`config.mk`:
```
export PLATFORM = sky130hd
export DESIGN_NAME = mips_multicycle_ctrl_flat
export DESIGN_NICKNAME = d
export VERILOG_FILES = /design/src/rtl/mips_multicycle_ctrl_if.sv /design/src/rtl/mips_multicycle_ctrl.sv /design/src/flat_wrapper.sv
export SDC_FILE = /design/constraint.sdc
export NUM_CORES = 1
export LEC_CHECK = 0
export BUFFER_PORTS_ARGS = -buffer_cell sky130_fd_sc_hd__buf_2
export CAP_MARGIN = 20
export CORE_MARGIN = 1
export CORE_UTILIZATION = 30
export CTS_BUF_LIST = sky130_fd_sc_hd__clkbuf_4 sky130_fd_sc_hd__clkbuf_8
export CTS_CLUSTER_DIAMETER = 80
export DETAILED_ROUTE_END_ITERATION = 6
export GPL_ROUTABILITY_DRIVEN = 1
export SYNTH_ARGS = -nofsm -noshare
export SYNTH_HDL_FRONTEND = slang
export SYNTH_SLANG_ARGS = --single-unit
export TNS_END_PERCENT = 5
```
`constraint.sdc`:
```
create_clock -name clk -period 1.5 [get_ports clk]
set_input_delay 0.3 -clock clk [delete_from_list [all_inputs] [get_ports clk]]
set_output_delay 0.3 -clock clk [all_outputs]
set_load 0.05 [all_outputs]
```
`src/rtl/mips_multicycle_ctrl_if.sv`:
```
`default_nettype none
// ============================================================================
// Module   : mips_multicycle_ctrl_if
// Purpose  : Bundles the signals between the multicycle MIPS controller and
//            its datapath. These are the instruction fields, the ALU Zero
//            flag, the memory ready handshake and every datapath control.
// Modports : master - controller side (drives controls, reads IR/flags)
//            slave  - datapath side  (drives IR/flags, reads controls)
// Signals  : opcode[5:0], funct[5:0], Zero, mem_ready      (datapath -> ctrl)
//            operation[3:0], ALUSrcA, ALUSrcB[1:0], PCSource[1:0], pc_en,
//            IorD, MemRead, MemWrite, IRWrite, RegWrite, RegDst, MemtoReg
//                                                          (ctrl -> datapath)
// Revision : 1.0 - initial release
// ============================================================================
interface mips_multicycle_ctrl_if;
    logic [5:0] opcode;
    logic [5:0] funct;
    logic       Zero;
    logic       mem_ready;
    logic [3:0] operation;
    logic       ALUSrcA;
    logic [1:0] ALUSrcB;
    logic [1:0] PCSource;
    logic       pc_en;
    logic       IorD;
    logic       MemRead;
    logic       MemWrite;
    logic       IRWrite;
    logic       RegWrite;
    logic       RegDst;
    logic       MemtoReg;

    modport master (
        input  opcode, funct, Zero, mem_ready,
        output operation, ALUSrcA, ALUSrcB, PCSource, pc_en,
               IorD, MemRead, MemWrite, IRWrite, RegWrite, RegDst, MemtoReg
    );

    modport slave (
        output opcode, funct, Zero, mem_ready,
        input  operation, ALUSrcA, ALUSrcB, PCSource, pc_en,
               IorD, MemRead, MemWrite, IRWrite, RegWrite, RegDst, MemtoReg
    );
endinterface
`default_nettype wire

```
`src/rtl/mips_multicycle_ctrl.sv`:
```
`default_nettype none
// ============================================================================
// Module   : mips_multicycle_ctrl
// Purpose  : Main controller FSM for a multicycle MIPS datapath. It sequences
//            fetch/decode/execute/memory/writeback, drives the ALU operation
//            and source selects, gates PC/IR loads and counts retired
//            instructions.
// Ports    : clk      - clock, all state changes on the rising edge
//            rst_n    - asynchronous active-low reset
//            dp       - mips_multicycle_ctrl_if.master datapath bundle
//            illegal  - one-cycle flag for an unsupported opcode or funct
//            retired  - count of completed instructions (wraps)
// Params   : CNT_W    - width of the retired-instruction counter
// Options  : MIPS_CTRL_BNE_EN - when defined, opcode 000101 (bne) is
//            executed. Otherwise it is reported as illegal.
// Revision : 1.0 - initial release
// ============================================================================
module mips_multicycle_ctrl #(
    parameter int CNT_W = 32
) (
    input  wire logic              clk,
    input  wire logic              rst_n,
    mips_multicycle_ctrl_if.master dp,
    output logic                   illegal,
    output logic [CNT_W-1:0]       retired
);

    // Opcodes
    localparam logic [5:0] OP_RTYPE = 6'b000000;
    localparam logic [5:0] OP_LW    = 6'b100011;
    localparam logic [5:0] OP_SW    = 6'b101011;
    localparam logic [5:0] OP_BEQ   = 6'b000100;
    localparam logic [5:0] OP_ADDI  = 6'b001000;
    localparam logic [5:0] OP_J     = 6'b000010;
`ifdef MIPS_CTRL_BNE_EN
    localparam logic [5:0] OP_BNE   = 6'b000101;
`endif

    // ALU operation codes
    localparam logic [3:0] ALU_AND = 4'b0000;
    localparam logic [3:0] ALU_OR  = 4'b0001;
    localparam logic [3:0] ALU_ADD = 4'b0010;
    localparam logic [3:0] ALU_XOR = 4'b0011;
    localparam logic [3:0] ALU_SUB = 4'b0110;
    localparam logic [3:0] ALU_SLT = 4'b0111;
    localparam logic [3:0] ALU_NOR = 4'b1100;

    typedef enum logic [3:0] {
        S_FETCH    = 4'd0,
        S_DECODE   = 4'd1,
        S_MEMADR   = 4'd2,
        S_MEMRD    = 4'd3,
        S_MEMWB    = 4'd4,
        S_MEMWR    = 4'd5,
        S_RTYPE_EX = 4'd6,
        S_ADDI_EX  = 4'd7,
        S_ALU_WB   = 4'd8,
        S_BEQ_EX   = 4'd9,
        S_J_EX     = 4'd10
`ifdef MIPS_CTRL_BNE_EN
        , S_BNE_EX = 4'd11
`endif
    } state_t;

    state_t     state;
    state_t     next_state;
    logic [3:0] funct_op;
    logic       funct_ok;
    logic       retire_now;

    // R-type funct decode. It is used both in RTYPE_EX (operation and
    // illegal) and in ALU_WB (to suppress the register write).
    always_comb begin
        funct_op = ALU_ADD;
        funct_ok = 1'b1;
        case (dp.funct)
            6'b100000: funct_op = ALU_ADD;
            6'b100010: funct_op = ALU_SUB;
            6'b100100: funct_op = ALU_AND;
            6'b100101: funct_op = ALU_OR;
            6'b100110: funct_op = ALU_XOR;
            6'b100111: funct_op = ALU_NOR;
            6'b101010: funct_op = ALU_SLT;
            default:   funct_ok = 1'b0;
        endcase
    end

    // State register. Because outputs are decoded from state, an async
    // reset immediately yields FETCH outputs and drops MemWrite mid-access.
    always_ff @(posedge clk or negedge rst_n) begin
        if (!rst_n) begin
            state <= S_FETCH;
        end else begin
            state <= next_state;
        end
    end

    // Next-state and output decode
    always_comb begin
        next_state   = state;
        dp.operation = ALU_ADD;
        dp.ALUSrcA   = 1'b0;
        dp.ALUSrcB   = 2'b00;
        dp.PCSource  = 2'b00;
        dp.pc_en     = 1'b0;
        dp.IorD      = 1'b0;
        dp.MemRead   = 1'b0;
        dp.MemWrite  = 1'b0;
        dp.IRWrite   = 1'b0;
        dp.RegWrite  = 1'b0;
        dp.RegDst    = 1'b0;
        dp.MemtoReg  = 1'b0;
        illegal      = 1'b0;
        retire_now   = 1'b0;

        case (state)
            S_FETCH: begin
                dp.MemRead = 1'b1;
                dp.ALUSrcB = 2'b01;
                // PC+4 and the IR load both complete with the memory read
                dp.IRWrite = dp.mem_ready;
                dp.pc_en   = dp.mem_ready;
                if (dp.mem_ready) begin
                    next_state = S_DECODE;
                end
            end

            S_DECODE: begin
                // Branch target precomputed into ALUOut
                dp.ALUSrcB = 2'b11;
                case (dp.opcode)
                    OP_RTYPE:      next_state = S_RTYPE_EX;
                    OP_LW, OP_SW:  next_state = S_MEMADR;
                    OP_BEQ:        next_state = S_BEQ_EX;
                    OP_ADDI:       next_state = S_ADDI_EX;
                    OP_J:          next_state = S_J_EX;
`ifdef MIPS_CTRL_BNE_EN
                    OP_BNE:        next_state = S_BNE_EX;
`endif
                    default: begin
                        illegal    = 1'b1;
                        next_state = S_FETCH;
                    end
                endcase
            end

            S_MEMADR: begin
                dp.ALUSrcA = 1'b1;
                dp.ALUSrcB = 2'b10;
                next_state = (dp.opcode == OP_LW) ? S_MEMRD : S_MEMWR;
            end

            S_MEMRD: begin
                dp.MemRead = 1'b1;
                dp.IorD    = 1'b1;
                if (dp.mem_ready) begin
                    next_state = S_MEMWB;
                end
            end

            S_MEMWB: begin
                dp.RegWrite = 1'b1;
                dp.MemtoReg = 1'b1;
                retire_now  = 1'b1;
                next_state  = S_FETCH;
            end

            S_MEMWR: begin
                dp.MemWrite = 1'b1;
                dp.IorD     = 1'b1;
                if (dp.mem_ready) begin
                    retire_now = 1'b1;
                    next_state = S_FETCH;
                end
            end

            S_RTYPE_EX: begin
                dp.ALUSrcA   = 1'b1;
                dp.operation = funct_op;
                illegal      = ~funct_ok;
                next_state   = S_ALU_WB;
            end

            S_ADDI_EX: begin
                dp.ALUSrcA = 1'b1;
                dp.ALUSrcB = 2'b10;
                next_state = S_ALU_WB;
            end

            S_ALU_WB: begin
                dp.RegDst = (dp.opcode == OP_RTYPE);
                // An R-type with an unknown funct retires without a write
                dp.RegWrite = (dp.opcode != OP_RTYPE) | funct_ok;
                retire_now  = 1'b1;
                next_state  = S_FETCH;
            end

            S_BEQ_EX: begin
                dp.ALUSrcA   = 1'b1;
                dp.operation = ALU_SUB;
                dp.PCSource  = 2'b01;
                dp.pc_en     = dp.Zero;
                retire_now   = 1'b1;
                next_state   = S_FETCH;
            end

`ifdef MIPS_CTRL_BNE_EN
            S_BNE_EX: begin
                dp.ALUSrcA   = 1'b1;
                dp.operation = ALU_SUB;
                dp.PCSource  = 2'b01;
                dp.pc_en     = ~dp.Zero;
                retire_now   = 1'b1;
                next_state   = S_FETCH;
            end
`endif

            S_J_EX: begin
                dp.PCSource = 2'b10;
                dp.pc_en    = 1'b1;
                retire_now  = 1'b1;
                next_state  = S_FETCH;
            end

            default: begin
                next_state = S_FETCH;
            end
        endcase
    end

    // Retired-instruction counter, wraps naturally at 2^CNT_W
    always_ff @(posedge clk or negedge rst_n) begin
        if (!rst_n) begin
            retired <= '0;
        end else if (retire_now) begin
            retired <= retired + CNT_W'(1);
        end
    end

endmodule
`default_nettype wire

```
`src/flat_wrapper.sv`:
```
// flat-port wrapper written by rule: the top's interface ports become plain ports
module mips_multicycle_ctrl_flat 
#(
    parameter int CNT_W = 32
)
  (clk, rst_n, illegal, retired, dp_opcode, dp_funct, dp_Zero, dp_mem_ready, dp_operation, dp_ALUSrcA, dp_ALUSrcB, dp_PCSource, dp_pc_en, dp_IorD, dp_MemRead, dp_MemWrite, dp_IRWrite, dp_RegWrite, dp_RegDst, dp_MemtoReg);
  mips_multicycle_ctrl_if dp_i ();
  input  wire logic clk;
  input  wire logic rst_n;
  output logic illegal;
  output logic [CNT_W-1:0] retired;
  input wire logic [$bits(dp_i.opcode)-1:0] dp_opcode;
  input wire logic [$bits(dp_i.funct)-1:0] dp_funct;
  input wire logic [$bits(dp_i.Zero)-1:0] dp_Zero;
  input wire logic [$bits(dp_i.mem_ready)-1:0] dp_mem_ready;
  output wire logic [$bits(dp_i.operation)-1:0] dp_operation;
  output wire logic [$bits(dp_i.ALUSrcA)-1:0] dp_ALUSrcA;
  output wire logic [$bits(dp_i.ALUSrcB)-1:0] dp_ALUSrcB;
  output wire logic [$bits(dp_i.PCSource)-1:0] dp_PCSource;
  output wire logic [$bits(dp_i.pc_en)-1:0] dp_pc_en;
  output wire logic [$bits(dp_i.IorD)-1:0] dp_IorD;
  output wire logic [$bits(dp_i.MemRead)-1:0] dp_MemRead;
  output wire logic [$bits(dp_i.MemWrite)-1:0] dp_MemWrite;
  output wire logic [$bits(dp_i.IRWrite)-1:0] dp_IRWrite;
  output wire logic [$bits(dp_i.RegWrite)-1:0] dp_RegWrite;
  output wire logic [$bits(dp_i.RegDst)-1:0] dp_RegDst;
  output wire logic [$bits(dp_i.MemtoReg)-1:0] dp_MemtoReg;
  assign dp_i.opcode = dp_opcode;
  assign dp_i.funct = dp_funct;
  assign dp_i.Zero = dp_Zero;
  assign dp_i.mem_ready = dp_mem_ready;
  assign dp_operation = dp_i.operation;
  assign dp_ALUSrcA = dp_i.ALUSrcA;
  assign dp_ALUSrcB = dp_i.ALUSrcB;
  assign dp_PCSource = dp_i.PCSource;
  assign dp_pc_en = dp_i.pc_en;
  assign dp_IorD = dp_i.IorD;
  assign dp_MemRead = dp_i.MemRead;
  assign dp_MemWrite = dp_i.MemWrite;
  assign dp_IRWrite = dp_i.IRWrite;
  assign dp_RegWrite = dp_i.RegWrite;
  assign dp_RegDst = dp_i.RegDst;
  assign dp_MemtoReg = dp_i.MemtoReg;
  mips_multicycle_ctrl #(.CNT_W(CNT_W)) u_core (.clk(clk), .rst_n(rst_n), .dp(dp_i), .illegal(illegal), .retired(retired));
endmodule
```
==> flow_metrics.tcl <==
set metrics [dict create \
    combPwrFrac_pct 40.8 \
    stdcell_count 479 \
    wire_per_inst_um 12.9 \
    status "finished, violations left" \
    cts_num_sinks 36 \
    power_mw 3.47 \
    worstPathRequired_ns 1.20 \
    rsz0062_at_grt "yes" \
    final-hold-violation-count 0 \
    synth.area.top_cells "dfrtp_1, xnor2_1, xor2_1" \
    pwr-share-clk_pct 27.2 \
    drc_errors 0 \
    worst_setup_path_start_kind "register" \
    place_ws_ns -0.573 \
    initial_utilization_pct 31.9 \
    drt-vias-per-instance 4.81 \
    postPlaceCellArea_um2 3320 \
    max_slew.worst_pin.slew_ns 0.460 \
    vias 2303 \
    clockBufferDepth 2 \
    grt-ovfl-total 0 \
    post-route-util_pct 55.5 \
    worstSetupPathType "register to output pin" \
    syn_avg_cell_area_um2 9.37 \
    grt_antenna_before_repair 0 \
    p_leak_nw 1.84 \
    root_buffer "clkbuf_8" \
    final_nets 399 \
    grt_pass1_wl_um 10200 \
    p_switching_mw 1.23 \
    die_x_um 87.9 \
    async_reset_ff_share_pct 100 \
    antennaDiodeCount 0 \
    io_buffers 65 \
    violations "setup timing" \
    yosysUniqueCellTypes 47 \
    ios 66 \
    min_path_type "primary input to asynchronous set/reset pin" \
    tns_ns -7.55 \
    synth_top_cell_by_area "dfrtp_1" \
    dieHeight_um 87.9 \
    cp.arrival_ns 1.56 \
    die_area_um2 7720 \
    cts-htree-levels 2 \
    final_max_slew_viol_count 0 \
    dp.cells 465 \
    synth.cell_area_um2 2210 \
    syn_nets 253 \
    clk_latency_ns 0.29 \
    cpMaxStageDelayCell "dfrtp_2" \
    finalCritPeriodShare_pct 124 \
    powerDensity_nw_per_um2 900 \
    worst_hold_slack_ns 0.0297 \
    synth_common_cells "dfrtp_1, xnor2_1, nor2_1" \
    max_stage_delay_ns 0.45 \
    wirelength_um 6160 \
    hpwl_um 4630 \
    layout_min_cycle_time_ns 1.86 \
    ys.flop_type "dfrtp_1" \
    area.growth.synth_to_final_pct 74.3 \
    endpoint_kind "output pin" \
    pwr-share-seq_pct 32.0 \
    drtIter0Drc 55 \
    yosysWarnings 0 \
    crit_chain "buf_8 -> nor2_4 -> nand2_2 -> nor3_4 -> a211o_4 -> buf_8" \
    drt.antenna.violating_nets 0 \
    cts_buffers 5 \
    fin_ws_ns -0.361 \
    syn_inst 236 \
    yosysSeqAreaShare_pct 40.7 \
    clock.fmax_ghz 0.537 \
    worst_path_most_repeated_cell "buf_8" \
    grt_max_degree 37 \
    design_area_um2 3850 \
    yosys_register_bits 36 \
    power.internal_mw 2.24 \
    r2r-start "u_core.state[2]" \
    setup_violations 44 \
    clkTransAtPathRegs_ns 0.08 \
    crit_path_max_fanout 5 \
    post-synth-top-count-cell "dfrtp_1" \
    core_um2 6940 \
    drive_above_1_share_pct 56.1 \
    ir_worst_vdd_v 0.000647 \
    cp-startpoint "u_core.state[3]" \
    max-slew-margin-rel_pct 69.3 \
    gp_congestion 0.774 \
    globalRouteTotalUtil_pct 16.7 \
    dr.pass1.iters 4 \
    cts_tree "done" \
    synth-edff-count 0 \
    fin_skew_ns 0.0123 \
    synth_top_area_share_pct 40.7 \
    sw_frac_of_total_pct 35.5 \
    rows 30 \
    grt_pass1_vias 2263 \
    drv_cap 0 \
]
==> worst paths after layout <==
path	end	slack (ns)	cells past startpoint
worst max-delay path	dp_pc_en	-0.36	6
worst min-delay path	u_core.retired[29]	0.03	2
worst max register to register	u_core.retired[29]	-0.21	6
worst min register to register	u_core.retired[31]	0.47	1
max in group asynchronous	u_core.state[1]	1.09	2
min in group clk	u_core.state[1]	0.45	4
==> worst max-delay path, delay by kind of cell (launching register included) <==
kind	cells	cell delay, ns
and+or+nand+nor	3	0.40
AOI/OAI and AO/OA	1	0.14
DFF	1	0.45
buffers and inverters	2	0.28
==> registers in the layout (all words and copies together), names as in the netlist <==
name	cells
u_core.retired	32
u_core.state	4
==> routing by layer <==
metal | up-vias | wire length [um] | global-route usage, % | part of all wire (%)
met5 | - | 0 | 0 | 0
met4 | 0 | 89 | 4.62 | 1.4
met3 | 9 | 193 | 3.11 | 3.1
met2 | 49 | 3240 | 29.4 | 53
met1 | 1108 | 2640 | 20.8 | 43
li1 | 1137 | - | - | -
==> cell type report <==
cell class                      count  area [um^2]
Inverter                            8         32.5
Tap cell                           96          120
Clock inverter                      1         30.0
Fill cell                         622         3090
Sequential cell                    36          910
Multi-Input combinational cell    182         1520
Timing Repair Buffer              149         1140
Clock buffer                        7         96.3
==> timing repair <==
item,in CTS,in global routing
setup buffers,4,2
hold buffers,0,0
endpoints found under the setup margin,51,52
gates cloned,0,0
resized for setup,61,33
pin swaps,11,11
==> logic make-up (layout without fill, tap and decap cells) <==
| group | Yosys count | count (layout) | synth area share [%] |
|---|---|---|---|
| simple gates | 113 | 113 | 29.5 |
| flops | 36 | 36 | 40.7 |
| xor+xnor | 35 | 35 | 13.9 |
| compound gates | 32 | 32 | 10.7 |
| buf+inv | 18 | 165 | 4.13 |
| fa+ha+maj | 1 | 1 | 0.566 |
| mux | 1 | 1 | 0.509 |
==> cell usage in the layout, fill, tap and decap left out, drive strengths merged, types with 7 or more instances in the layout <==
cell type and count:
xor2 12, nor3 12, inv 8, buf 149
nand2 19, clkbuf 7, nor2 20, dfrtp 36
nand3 13, and3 14, xnor2 23, nand4 10
o21ai 9
==> power groups by stage <==
stage	combinational (mW)	sequential, mW	clock (mW)
global placement	1.21	1.11	0
floorplan	0.499	1.34	0
global route	1.51	1.12	1.00
finish	1.42	1.11	0.943
detailed placement	1.22	1.11	0
CTS	1.33	1.10	0.959
(Power assumes the default switching activity.)
